<file path="src/rtl/pcie_wr_arb_pkg.sv">
// Shared DMA definitions: arbiter FSM states, error counter width, round-robin pick helper.
// rr_pick searches from ptr+1 with wrap-around over the lowest n bits of eligible (n <= 8).
package pcie_dma_pkg;

    localparam int ERR_CNT_W = 16;

    typedef enum logic [1:0] {
        ARB_IDLE = 2'd0,
        ARB_BUSY = 2'd1,
        ARB_CPL  = 2'd2
    } arb_state_e;

    // Walk the search order backwards so the last hit is the first eligible index after ptr.
    function automatic int rr_pick(input logic [7:0] eligible, input int ptr, input int n);
        int pick;
        int idx;
        pick = ptr;
        for (int k = 8; k >= 1; k--) begin
            if (k <= n) begin
                idx = (ptr + k) % n;
                if (eligible[idx[2:0]]) pick = idx;
            end
        end
        return pick;
    endfunction

endpackage

</file>
<file path="src/rtl/pcie_wr_arb_if.sv">
// Requester-side and write-controller-side signals of the write arbiter.
// master = arbiter view; slave = requesters plus write request controller.
interface pcie_wr_arb_if #(
    parameter int N_REQ  = 4,
    parameter int ADDR_W = 64,
    parameter int DATA_W = 128
);
    logic [N_REQ-1:0]        req_valid;
    logic [N_REQ*ADDR_W-1:0] req_addr;
    logic [N_REQ*DATA_W-1:0] req_data;
    logic [N_REQ-1:0]        req_en;
    logic [N_REQ-1:0]        req_done;
    logic [N_REQ-1:0]        req_err;

    logic                    RqValid;
    logic [ADDR_W-1:0]       RqAddr;
    logic [DATA_W-1:0]       RqData;
    logic                    RqReady;
    logic                    RqErr;

    modport master (
        input  req_valid, req_addr, req_data, req_en, RqReady, RqErr,
        output req_done, req_err, RqValid, RqAddr, RqData
    );

    modport slave (
        output req_valid, req_addr, req_data, req_en, RqReady, RqErr,
        input  req_done, req_err, RqValid, RqAddr, RqData
    );
endinterface

</file>
<file path="src/rtl/pcie_wr_arb_rr.sv">
// Combinational round-robin pick: first eligible index after ptr, wrapping; any_valid = |eligible.
// Zero latency, no state; shared with the read-side arbiter.
module rr_arb_core
    import pcie_dma_pkg::*;
#(
    parameter int N_REQ = 4,
    localparam int IDX_W = $clog2(N_REQ)
) (
    input  logic [N_REQ-1:0] eligible,
    input  logic [IDX_W-1:0] ptr,
    output logic [IDX_W-1:0] idx,
    output logic             any_valid
);

    always_comb begin
        idx       = IDX_W'(rr_pick(8'(eligible), int'(ptr), N_REQ));
        any_valid = |eligible;
    end

endmodule

</file>
<file path="src/rtl/pcie_wr_arb.sv">
// Round-robin sharer of the single-beat write request controller among N_REQ requesters.
// Grant 1 cycle after req_valid; request held until RqReady, done/err pulse the cycle after.
module pcie_wr_arb
    import pcie_dma_pkg::*;
#(
    parameter int N_REQ  = 4,
    parameter int ADDR_W = 64,
    parameter int DATA_W = 128,
    parameter int TO_CYC = 1024
) (
    input  logic                     clk,
    input  logic                     rst_n,
    pcie_wr_arb_if.master            bus,
    output logic                     busy,
    output logic [$clog2(N_REQ)-1:0] gnt_idx,
    output logic [ERR_CNT_W-1:0]     err_cnt,
    output logic                     timeout
);

    localparam int IDX_W = $clog2(N_REQ);
    localparam int WD_W  = $clog2(TO_CYC);
    localparam logic [WD_W-1:0] WD_MAX = WD_W'(TO_CYC - 1);

    if (N_REQ < 2 || N_REQ > 8) begin : g_bad_n_req
        $error("pcie_wr_arb: N_REQ must be in 2..8");
    end
    if (TO_CYC < 2) begin : g_bad_to_cyc
        $error("pcie_wr_arb: TO_CYC must be at least 2");
    end

    arb_state_e          state_q, state_d;
    logic [IDX_W-1:0]    ptr_q;
    logic [IDX_W-1:0]    gnt_q;
    logic [IDX_W-1:0]    pick_idx;
    logic                pick_vld;
    logic                grant;
    logic [N_REQ-1:0]    eligible;
    logic [N_REQ-1:0]    done_vec;
    logic                rq_valid_q;
    logic [ADDR_W-1:0]   addr_q;
    logic [DATA_W-1:0]   data_q;
    logic [ERR_CNT_W-1:0] err_cnt_q;
    logic [WD_W-1:0]     wd_cnt_q;
    logic                timeout_q;

    // req_en only matters here, so masking it mid-transaction never aborts the grant in flight.
    assign eligible = bus.req_valid & bus.req_en;

    rr_arb_core #(.N_REQ(N_REQ)) u_rr (
        .eligible  (eligible),
        .ptr       (ptr_q),
        .idx       (pick_idx),
        .any_valid (pick_vld)
    );

    assign grant = (state_q == ARB_IDLE) && pick_vld;

    always_comb begin
        state_d = state_q;
        unique case (state_q)
            ARB_IDLE: if (pick_vld)    state_d = ARB_BUSY;
            ARB_BUSY: if (bus.RqReady) state_d = ARB_CPL;
            ARB_CPL:                   state_d = ARB_IDLE;
            default:                   state_d = ARB_IDLE;
        endcase
    end

    always_ff @(posedge clk) begin
        if (!rst_n) begin
            state_q    <= ARB_IDLE;
            ptr_q      <= IDX_W'(N_REQ - 1);
            gnt_q      <= '0;
            rq_valid_q <= 1'b0;
            addr_q     <= '0;
            data_q     <= '0;
        end else begin
            state_q <= state_d;
            if (grant) begin
                gnt_q      <= pick_idx;
                ptr_q      <= pick_idx;
                addr_q     <= bus.req_addr[pick_idx*ADDR_W +: ADDR_W];
                data_q     <= bus.req_data[pick_idx*DATA_W +: DATA_W];
                rq_valid_q <= 1'b1;
            end else if (state_q == ARB_BUSY && bus.RqReady) begin
                rq_valid_q <= 1'b0;
            end
        end
    end

    // Watchdog only flags; the transaction keeps waiting for RqReady.
    always_ff @(posedge clk) begin
        if (!rst_n) begin
            wd_cnt_q  <= '0;
            timeout_q <= 1'b0;
        end else if (grant) begin
            wd_cnt_q <= '0;
        end else if (state_q == ARB_BUSY) begin
            if (wd_cnt_q != WD_MAX) wd_cnt_q <= wd_cnt_q + 1'b1;
            if (wd_cnt_q == WD_MAX) timeout_q <= 1'b1;
        end
    end

    always_ff @(posedge clk) begin
        if (!rst_n) begin
            err_cnt_q <= '0;
        end else if (state_q == ARB_CPL && bus.RqErr && err_cnt_q != '1) begin
            err_cnt_q <= err_cnt_q + 1'b1;
        end
    end

    always_comb begin
        done_vec = '0;
        if (state_q == ARB_CPL) done_vec[gnt_q] = 1'b1;
    end

    assign bus.req_done = done_vec;
    assign bus.req_err  = done_vec & {N_REQ{bus.RqErr}};
    assign bus.RqValid  = rq_valid_q;
    assign bus.RqAddr   = addr_q;
    assign bus.RqData   = data_q;

    assign busy    = (state_q != ARB_IDLE);
    assign gnt_idx = gnt_q;
    assign err_cnt = err_cnt_q;
    assign timeout = timeout_q;

endmodule
</file>
<file path="src/flat_wrapper.sv">
// flat-port wrapper written by rule: the top's interface ports become plain ports
module pcie_wr_arb_flat import pcie_dma_pkg::*;
#(
    parameter int N_REQ  = 4,
    parameter int ADDR_W = 64,
    parameter int DATA_W = 128,
    parameter int TO_CYC = 1024
)
  (clk, rst_n, busy, gnt_idx, err_cnt, timeout, bus_req_valid, bus_req_addr, bus_req_data, bus_req_en, bus_RqReady, bus_RqErr, bus_req_done, bus_req_err, bus_RqValid, bus_RqAddr, bus_RqData);
  pcie_wr_arb_if #(.N_REQ(N_REQ), .ADDR_W(ADDR_W), .DATA_W(DATA_W)) bus_i ();
  input  logic clk;
  input  logic rst_n;
  output logic busy;
  output logic [$clog2(N_REQ)-1:0] gnt_idx;
  output logic [ERR_CNT_W-1:0] err_cnt;
  output logic timeout;
  input wire logic [$bits(bus_i.req_valid)-1:0] bus_req_valid;
  input wire logic [$bits(bus_i.req_addr)-1:0] bus_req_addr;
  input wire logic [$bits(bus_i.req_data)-1:0] bus_req_data;
  input wire logic [$bits(bus_i.req_en)-1:0] bus_req_en;
  input wire logic [$bits(bus_i.RqReady)-1:0] bus_RqReady;
  input wire logic [$bits(bus_i.RqErr)-1:0] bus_RqErr;
  output wire logic [$bits(bus_i.req_done)-1:0] bus_req_done;
  output wire logic [$bits(bus_i.req_err)-1:0] bus_req_err;
  output wire logic [$bits(bus_i.RqValid)-1:0] bus_RqValid;
  output wire logic [$bits(bus_i.RqAddr)-1:0] bus_RqAddr;
  output wire logic [$bits(bus_i.RqData)-1:0] bus_RqData;
  assign bus_i.req_valid = bus_req_valid;
  assign bus_i.req_addr = bus_req_addr;
  assign bus_i.req_data = bus_req_data;
  assign bus_i.req_en = bus_req_en;
  assign bus_i.RqReady = bus_RqReady;
  assign bus_i.RqErr = bus_RqErr;
  assign bus_req_done = bus_i.req_done;
  assign bus_req_err = bus_i.req_err;
  assign bus_RqValid = bus_i.RqValid;
  assign bus_RqAddr = bus_i.RqAddr;
  assign bus_RqData = bus_i.RqData;
  pcie_wr_arb #(.N_REQ(N_REQ), .ADDR_W(ADDR_W), .DATA_W(DATA_W), .TO_CYC(TO_CYC)) u_core (.clk(clk), .rst_n(rst_n), .bus(bus_i), .busy(busy), .gnt_idx(gnt_idx), .err_cnt(err_cnt), .timeout(timeout));
endmodule
</file>
<file path="config.mk">
export PLATFORM = sky130hd
export DESIGN_NAME = pcie_wr_arb_flat
export DESIGN_NICKNAME = d
export VERILOG_FILES = /design/src/rtl/pcie_wr_arb_pkg.sv /design/src/rtl/pcie_wr_arb_if.sv /design/src/rtl/pcie_wr_arb_rr.sv /design/src/rtl/pcie_wr_arb.sv /design/src/flat_wrapper.sv
export SDC_FILE = /design/constraint.sdc
export NUM_CORES = 1
export LEC_CHECK = 0
export CAP_MARGIN = 20
export CORE_AREA = 4 4 388 390
export CTS_CLUSTER_DIAMETER = 60
export CTS_CLUSTER_SIZE = 28
export DETAILED_ROUTE_END_ITERATION = 8
export DIE_AREA = 0 0 392 394
export DONT_BUFFER_PORTS = 1
export HOLD_SLACK_MARGIN = 0.1
export PLACE_DENSITY = 0.3
export SLEW_MARGIN = 30
export SYNTH_ARGS = -nofsm -noshare
export SYNTH_HDL_FRONTEND = slang
export SYNTH_SLANG_ARGS = --single-unit
</file>
<file path="constraint.sdc">
create_clock -name clk -period 5.39 [get_ports clk]
set_input_delay 1.078 -clock clk [delete_from_list [all_inputs] [get_ports clk]]
set_output_delay 1.078 -clock clk [all_outputs]
set_load 0.02 [all_outputs]
</file>
# Word-level counts from Yosys, hierarchy flattened
# Cells that the tools add are included.
[word_totals]
ff_bits = 226
latchBits = 0
mem_bits_rw = 0
rom_bits = 0
input_bits = 780
wordCells = 75
mem_count = 0
[classes]
add_sub_neg = 6
mul = 0
n_div = 0
n_lt_le_gt_ge = 6
eq_ne = 7
shift = 2
n_mux = 20
bitwise = 8
reduce_logical = 17
[op_table]
columns = ["op", "count"]
rows = [
  ["$shiftx A512 B10 Y128", 1],
  ["$shiftx A256 B9 Y64", 1],
  ["$add A16 B1 Y16 const B", 1],
  ["$lt A3 B4 Y1 const B", 4],
  ["$ne A16 B16 Y1 const B", 1],
  ["$bmux W1 S3", 4],
  ["$mux W2", 6],
  ["$add A10 B1 Y10 const B", 1],
  ["$eq A10 B10 Y1 const B", 1],
  ["$ne A10 B10 Y1 const B", 1],
  ["$reduce_or A2 Y1", 5],
  ["$and A4 B4 Y4", 2],
  ["$mux W1", 7],
  ["$logic_and A1 B1 Y1", 5],
  ["$add A2 B1 Y2 const B", 2],
  ["$add A2 B2 Y2 const B", 2],
  ["$and A1 B1 Y1 const A", 4],
  ["$mux W4", 1],
  ["$pmux W2 S2", 1],
  ["$reduce_and A2 Y1", 2],
  ["$reduce_bool A2 Y1", 2],
  ["$reduce_or A4 Y1", 1],
  ["$lt A2 B3 Y1 const B", 1],
  ["$reduce_and A3 Y1", 1],
  ["other kinds (8)", 9],
]

# Logic depth before layout (Yosys ltp)
# Gate-level depths: netlist of run 1.
[depth]
word_depth = 10
mapped_depth = 10
ltp_nobuf = 6

# Cells and area by module
# Synthesis of run 1 repeated with hierarchy kept, for this count alone.
[hier_totals]
hier_cells = 1278
area_unflattened_um2 = 12787.3
[modules_own_cells]
columns = ["mod", "n_inst", "cells_each", "area_per_inst_um2", "seq_area_each_um2"]
rows = [
  ["pcie_wr_arb", 1, 1266, 12700.9, 4524.3],
  ["rr_arb_core", 1, 12, 86.3, 0.0],
]

# Least setup slack after synthesis of run 1
# Ideal clock, no wire load.
[synth_path]
path_type = "input -> output"
startpoint = "in bus_RqErr"
endpoint = "out bus_req_err[0]"
arrival_time_ns = 1.851
setup_slack_ns = 2.461
cell_stages = 3
path_buffers = 1
cell_sequence = "nand3b_1 > clkbuf_1 > nor3_1"
[synth_via]
elab_chain_len = 1
[synth_lines]
columns = ["item", "line_no", "source"]
rows = [
  ["start, declared", "flat_wrapper.sv:22", "input wire logic [$bits(bus_i.RqErr)-1:0] bus_RqErr;"],
  ["$and A4 B4 Y4", "pcie_wr_arb.sv:117", "assign bus.req_err = done_vec & {N_REQ{bus.RqErr}};"],
  ["end, declared", "flat_wrapper.sv:24", "output wire logic [$bits(bus_i.req_err)-1:0] bus_req_err;"],
]
# No other way between the ends.

# Final worst setup path of run 1
[layout_path]
startpoint = "reg u_core.ptr_q[0]"
endpoint = "reg u_core.data_q[47], in the netlist u_core.bus.RqData[47]"
[layout_via]
elab_chain_len = 10
elab_cells_between_ends = 25
classes_between = "add/sub: 4; shift: 1; mux: 12; bitwise: 4; reduce/logical: 4"
[layout_lines]
columns = ["item", "line_no", "source"]
rows = [
  ["start, declared", "pcie_wr_arb.sv:32", "logic [IDX_W-1:0] ptr_q;"],
  ["start signal, assigned", "pcie_wr_arb.sv:71", "ptr_q <= IDX_W'(N_REQ - 1);"],
  ["start signal, assigned", "pcie_wr_arb.sv:80", "ptr_q <= pick_idx;"],
  ["$add A2 B1 Y2", "pcie_wr_arb_pkg.sv:20", "idx = (ptr + k) % n;"],
  ["$reduce_or A2 Y1 (no source line)", "--", ""],
  ["$and A1 B1 Y1 (no source line)", "--", ""],
  ["$bmux W1 S3", "pcie_wr_arb_pkg.sv:21", "if (eligible[idx[2:0]]) pick = idx;"],
  ["$mux W1 (not written as such)", "pcie_wr_arb_pkg.sv:21", ""],
  ["$mux W2 (3 in series)", "pcie_wr_arb_pkg.sv:21", ""],
  ["$mux W2 *", "pcie_wr_arb_pkg.sv:21", ""],
  ["$shiftx A512 B10 Y128 *", "pcie_wr_arb.sv:82", "data_q <= bus.req_data[pick_idx*DATA_W +: DATA_W];"],
  ["end signal, assigned", "pcie_wr_arb.sv:82", ""],
  ["end, declared", "pcie_wr_arb.sv:41", "logic [DATA_W-1:0] data_q;"],
]
# Every way passes the cells marked *; elsewhere a longest branch is shown, timed or not. The select of a mux whose other input is x is not followed.
# A chain may end at the register's enable or synchronous reset.

==> results of run 1 <==
-- power groups by stage --
stage          combinational [mW]  clock [mW]  sequential (mW)
4_1_cts                      2.09        3.39             2.52
3_5_place_dp                 2.09           0             2.56
2_1_floorplan                1.39           0             2.35
3_3_place_gp                 2.08           0             2.57
5_1_grt                      2.27        3.43             2.54
6_report                     2.07        3.24             2.51
-- cell families after synthesis --
group | share of synthesized area [%]
adder cells (fa/ha/maj) | 0.156
multiplexers | 0.188
XOR/XNOR | 1.20
AND/OR/NAND/NOR | 19.9
AO/OA/AOI/OAI | 39.0
flip-flops | 28.3
buffers and inverters | 11.3
-- critical path: cells and delay by family, from the launching register on --
family	cells	cell delay, ns
AO/OA/AOI/OAI	3	1.82
buffers and inverters	1	0.33
flip-flops	1	0.47
AND/OR/NAND/NOR	2	0.40
-- final cells by class --
type | count | share of cell area (%)
Tap cell | 1930 | 12.3
Sequential cell | 226 | 23.0
Timing Repair Buffer | 44 | 2.77
Multi-Input combinational cell | 1547 | 49.6
Clock inverter | 28 | 1.54
Antenna cell | 38 | 0.483
Inverter | 166 | 3.16
Clock buffer | 65 | 7.20
-- cells in the mapped netlist (all sizes together), types with 3 or more instances --
library cell	count	area share, %
a2111oi	279	15
dfxtp	226	28
nor3	214	6.7
a211oi	185	8.7
clkbuf	185	4.3
inv	166	3.9
o21ai	164	5.1
nor2	157	3.7
a21oi	146	4.6
and3	142	5.5
buf	85	3.1
nand2	75	1.8
o221ai	54	3.0
o31ai	35	1.6
and2	17	0.66
xnor2	12	0.66
nand3	10	0.31
xor2	10	0.55
a22oi	4	0.19
nand2b	4	0.16
nand4	4	0.16
nor2b	4	0.16
mux2i	3	0.19
nand3b	3	0.14
nor4	3	0.12
-- registers in the layout, indices dropped and copies added, names as in the netlist --
signal	count
u_core.timeout	1
u_core.wd_cnt_q	10
u_core.bus.RqData	128
u_core.state_q	2
u_core.gnt_idx	2
u_core.bus.RqAddr	64
u_core.bus.RqValid	1
u_core.ptr_q	2
u_core.err_cnt	16
-- routing by layer --
layer | vias to the layer above | part of all wire [%]
met1 | 9088 | 40
li1 | 8199 | -
met4 | 36 | 2.8
met2 | 922 | 48
met5 | - | 0.19
met3 | 188 | 8.9
-- worst max-delay path by stage --
stage / end / startpoint / cells past startpoint / slack (ns)
after floorplan: bus_req_err[0] / bus_RqErr / 3 / 2.46
after global placement: u_core.bus.RqAddr[44] / bus_req_en[3] / 6 / 1.43
after detailed placement: u_core.bus.RqAddr[54] / bus_req_valid[1] / 6 / 1.50
after CTS: bus_req_err[0] / u_core.state_q[0] / 2 / 2.03
after global routing: u_core.bus.RqData[47] / u_core.ptr_q[0] / 6 / 1.85
final: u_core.bus.RqData[47] / u_core.ptr_q[0] / 6 / 2.07
-- per-stage QoR --
step | utilization [%] | setup WS, ns
finish | 13.4 | 2.07
global route | 13.3 | 1.85
CTS | 13.3 | 2.03
detailed placement | 12.1 | 1.50
global placement | 12.1 | 1.43
floorplan | - | 2.46
==> results_dict.tcl, run 1 <==
set metrics [dict create \
    status "finished, final reports clean" \
    crit_path_max_fanout 101 \
    synthArstFlopShare_pct 0 \
    ys.flop_type "dfxtp_1" \
    path_cells "and3b_1 -> a311o_2 -> a21o_4 -> buf_12 -> a2111oi_0 -> nor3_1" \
    finClkSkew_ns 0.0223 \
    grt_max_degree 164 \
    setup-tns-final_ns 0 \
    syn_avg_cell_area_um2 7.25 \
    dp_hpwl_um 89900 \
    gp_congestion 0.900 \
    fp.dieW_um 392 \
    clk-insertion-delay-late_ns 0.63 \
    ant_nets 0 \
    antenna_found_initial 68 \
    startpoint_type "flop" \
    hold_ws_ns 0.485 \
    nFillCells 17100 \
    firstDrtPassIters 5 \
    slew_headroom_pct 37.4 \
    wl_per_cell_um 30.1 \
    use_met3_pct 5.07 \
    fin_area_um2 19700 \
    hold_path_class "reg2reg" \
    syn_inst 2209 \
    drc 0 \
    switchingPower_mw 3.30 \
    syn_nets 2991 \
    hold_start "u_core.wd_cnt_q[4]" \
    cts_htree_levels 2 \
    clk_pin_slew_worst_paths_ns 0.06 \
    max_cap_viol_count 0 \
    rrSetupSlack_ns 2.07 \
    drtIter0Drc 1502 \
    drive_above_1_share_pct 7.18 \
    synth.yosys.seq_area_share_pct 28.3 \
    leakagePower_nw 6.48 \
    final.min_clock_period_ns 3.32 \
    die_area_um2 154000 \
    cp_data_arrival_time_ns 3.80 \
    grt_pass1_wl_um 162000 \
    rr_worst_depth 6 \
    grtUsageTotal_pct 14.8 \
    place_area_um2 17900 \
    coreArea_um2 147000 \
    numPortBuffers 0 \
    final_cell_mix "279 x a2111oi_0, 226 x dfxtp_1, 214 x nor3_1" \
    drv_slew 0 \
    crit_required_ns 5.88 \
    final_common_cell "a2111oi_0" \
    p_int_mw 4.53 \
    vias 18400 \
    seqPwrFrac_pct 32.1 \
    grt_pass1_vias 18100 \
    total_power_mw 7.82 \
    multi_input_area_um2 9770 \
    nets 2817 \
    ys_types 46 \
    synth_edf_count 0 \
    cts_tree "built" \
    syn_area_um2 16000 \
    clockBufferDepth 3 \
    powerDensity_nw_per_um2 397 \
    slowest_delay_ns 0.68 \
    rr_startpoint "u_core.ptr_q[0]" \
    cpMaxStageDelayCell "a311o_2" \
    root_buffer "clkbuf_16" \
    top_usage_layer "met2" \
    die_h_um 394 \
    setup.worst_path.end_class "flop" \
    cts_hold_buf 0 \
    fp-row-count 141 \
    use_met1_pct 17.7 \
    ys_warn_count 0 \
    setup_violations 0 \
    hold_path_end "u_core.wd_cnt_q[4]" \
    irDropWorstVdd_v 0.000206 \
    via_per_inst 4.56 \
    reg2reg_to "u_core.bus.RqData[47]" \
    cts_resized 0 \
    rsz0062_at_grt "false" \
    fmax_mhz 301 \
    routed_wirelength_um 122000 \
    combPwrFrac_pct 26.4 \
    grt_overflow_total 0 \
    cts.sinks 226 \
    ios 1001 \
    grt_use_met2_pct 25.2 \
    area_growth_syn_to_layout_pct 23.0 \
    worst_slew_pin_slew_ns 0.939 \
    cts_buffers 50 \
    clkPwrFrac_pct 41.4 \
    initial_core_util_pct 10.9 \
    holdPathStages 2 \
    hold_viol_final 0 \
    sw_frac_of_total_pct 42.1 \
    min_period_over_period_pct 61.6 \
    synth-seq-cells 226 \
    path_class "reg2reg" \
    cts_setup_buffers 0 \
    dp.cells 3913 \
    finalNonFillerCells 4044 \
    regArea_um2 4520 \
]
Power figures use the tool's default switching activity.
==> inputs of run 2 (changes only) <==
Clock period 5.39 ns to 3.4 ns, I/O delays scaled along.
==> results_dict.tcl, run 2 (synthesis gave the netlist of run 1 again) <==
set metrics [dict create \
    final.min_clock_period_ns 2.83 \
    vias 18800 \
    ant_nets 0 \
    grt_overflow_total 0 \
    drv_slew 0 \
    setup.worst_path.end_class "flop" \
    leakagePower_nw 6.86 \
    area_growth_syn_to_layout_pct 27.4 \
    finalNonFillerCells 4105 \
    fmax_mhz 354 \
    cp_data_arrival_time_ns 3.30 \
    cts_hold_buf 1 \
    worst_slew_pin_slew_ns 0.953 \
    drtIter0Drc 1440 \
    crit_path_max_fanout 79 \
    holdPathStages 1 \
    coreArea_um2 147000 \
    slew_headroom_pct 35.8 \
    fp.dieW_um 392 \
    initial_core_util_pct 10.9 \
    reg2reg_to "u_core.bus.RqData[13]" \
    nFillCells 17000 \
    nets 2872 \
    startpoint_type "flop" \
    hold_viol_final 0 \
    grtUsageTotal_pct 15.0 \
    cts_tree "built" \
    ios 1001 \
    die_area_um2 154000 \
    final_common_cell "a2111oi_0" \
    drc 0 \
    powerDensity_nw_per_um2 634 \
    grt_max_degree 164 \
    hold_path_class "in2reg" \
    routed_wirelength_um 124000 \
    final_cell_mix "279 x a2111oi_0, 226 x dfxtp_1, 214 x nor3_1" \
    place_area_um2 18500 \
    hold_path_end "u_core.state_q[1]" \
    met3_length_um 12000 \
    clk-insertion-delay-late_ns 0.63 \
    rrSetupSlack_ns 0.57 \
    wl_per_cell_um 30.1 \
    firstDrtPassIters 5 \
    clockBufferDepth 3 \
    hold_ws_ns 0.192 \
    irDropWorstVdd_v 0.000318 \
    path_class "reg2reg" \
    grt_pass1_wl_um 165000 \
    drt-met1-wl_um 48900 \
    hold_start "bus_RqReady" \
    rr_startpoint "u_core.ptr_q[0]" \
    rr_worst_depth 6 \
    finClkSkew_ns 0.0299 \
    cts_setup_buffers 0 \
    gp_congestion 0.892 \
    cts_htree_levels 2 \
    largest_reg_flops 128 \
    dp.cells 3965 \
    cts.sinks 226 \
    max_cap_viol_count 0 \
    root_buffer "clkbuf_16" \
    drive_above_1_share_pct 9.44 \
    crit_required_ns 3.87 \
    status "finished, final reports clean" \
    die_h_um 394 \
    clk_pin_slew_worst_paths_ns 0.05 \
    rsz0062_at_grt "false" \
    antenna_found_initial 65 \
    total_power_mw 12.9 \
    numPortBuffers 0 \
    cts_resized 0 \
    fin_area_um2 20400 \
    setup-tns-final_ns 0 \
    top_layer "met5" \
    via_per_inst 4.59 \
    wl_met2_um 59000 \
    grt_pass1_vias 18400 \
    fp-row-count 141 \
    min_period_over_period_pct 83.1 \
    dp_hpwl_um 93600 \
    cts_buffers 52 \
    setup_violations 0 \
]
-- run 2: cell types whose count changed in the layout (fill, tap and decap cells not counted), moves of 2 or more --
cell / previous run / this run
buf_8: 2 / 0
buf_4: 26 / 63
inv_6: 5 / 2
clkbuf_16: 50 / 52
clkinvlp_4: 5 / 2
buf_12: 16 / 33
diode_2: 38 / 45
clkinv_4: 4 / 6
bufinv_16: 3 / 6
-- run 2: how the worst max path moves through the flow --
stage | depth (start not counted) | from | endpoint | slack [ns]
2_1_floorplan | 9 | bus_req_valid[1] | u_core.bus.RqData[85] | 0.99
4_1_cts | 6 | u_core.ptr_q[0] | u_core.bus.RqData[2] | 0.57
3_3_place_gp | 6 | bus_req_valid[3] | u_core.bus.RqData[68] | 0.44
6_report | 6 | u_core.ptr_q[0] | u_core.bus.RqData[13] | 0.57
5_1_grt | 6 | u_core.ptr_q[0] | u_core.bus.RqData[2] | 0.41
3_5_place_dp | 6 | bus_req_valid[3] | u_core.bus.RqData[2] | 0.38
-- run 2: critical path, stage by stage, from the launching register on --
cell       delay [ns]
dfxtp_1          0.47
and3b_1          0.24
a311o_2          0.44
a21o_4           0.41
buf_12           0.26
a2111oi_0        0.63
nor3_1           0.14
-- run 2: routing by layer --
metal	up-vias	track usage (%)
li1	8328	-
met1	9381	17.7
met5	-	0
met4	40	4.92
met3	185	5.64
met2	892	25.1
-- run 2: per-stage QoR --
step | setup WS [ns] | util [%]
2_1_floorplan | 0.986 | -
3_3_place_gp | 0.440 | 12.5
3_5_place_dp | 0.382 | 12.5
4_1_cts | 0.566 | 13.8
5_1_grt | 0.409 | 13.8
6_report | 0.573 | 13.9
-- run 2: cell type report --
class | instances | area (µm²) | area share [%]
antenna | 45 | 113 | 0.552
clock buffer | 68 | 1470 | 7.22
clock inverter | 26 | 342 | 1.68
inverter | 166 | 623 | 3.06
multi-input combinational | 1547 | 9760 | 47.9
sequential | 226 | 4520 | 22.2
tap | 1930 | 2410 | 11.8
timing repair buffer | 97 | 1140 | 5.61
-- run 2: power by group --
group	switching [mW]	total [mW]	leakage [nW]	internal, mW
sequential	0.925	3.97	1.86	3.05
clock	1.93	5.42	0.893	3.49
combinational	2.42	3.54	4.11	1.12
total	5.27	12.9	6.86	7.66
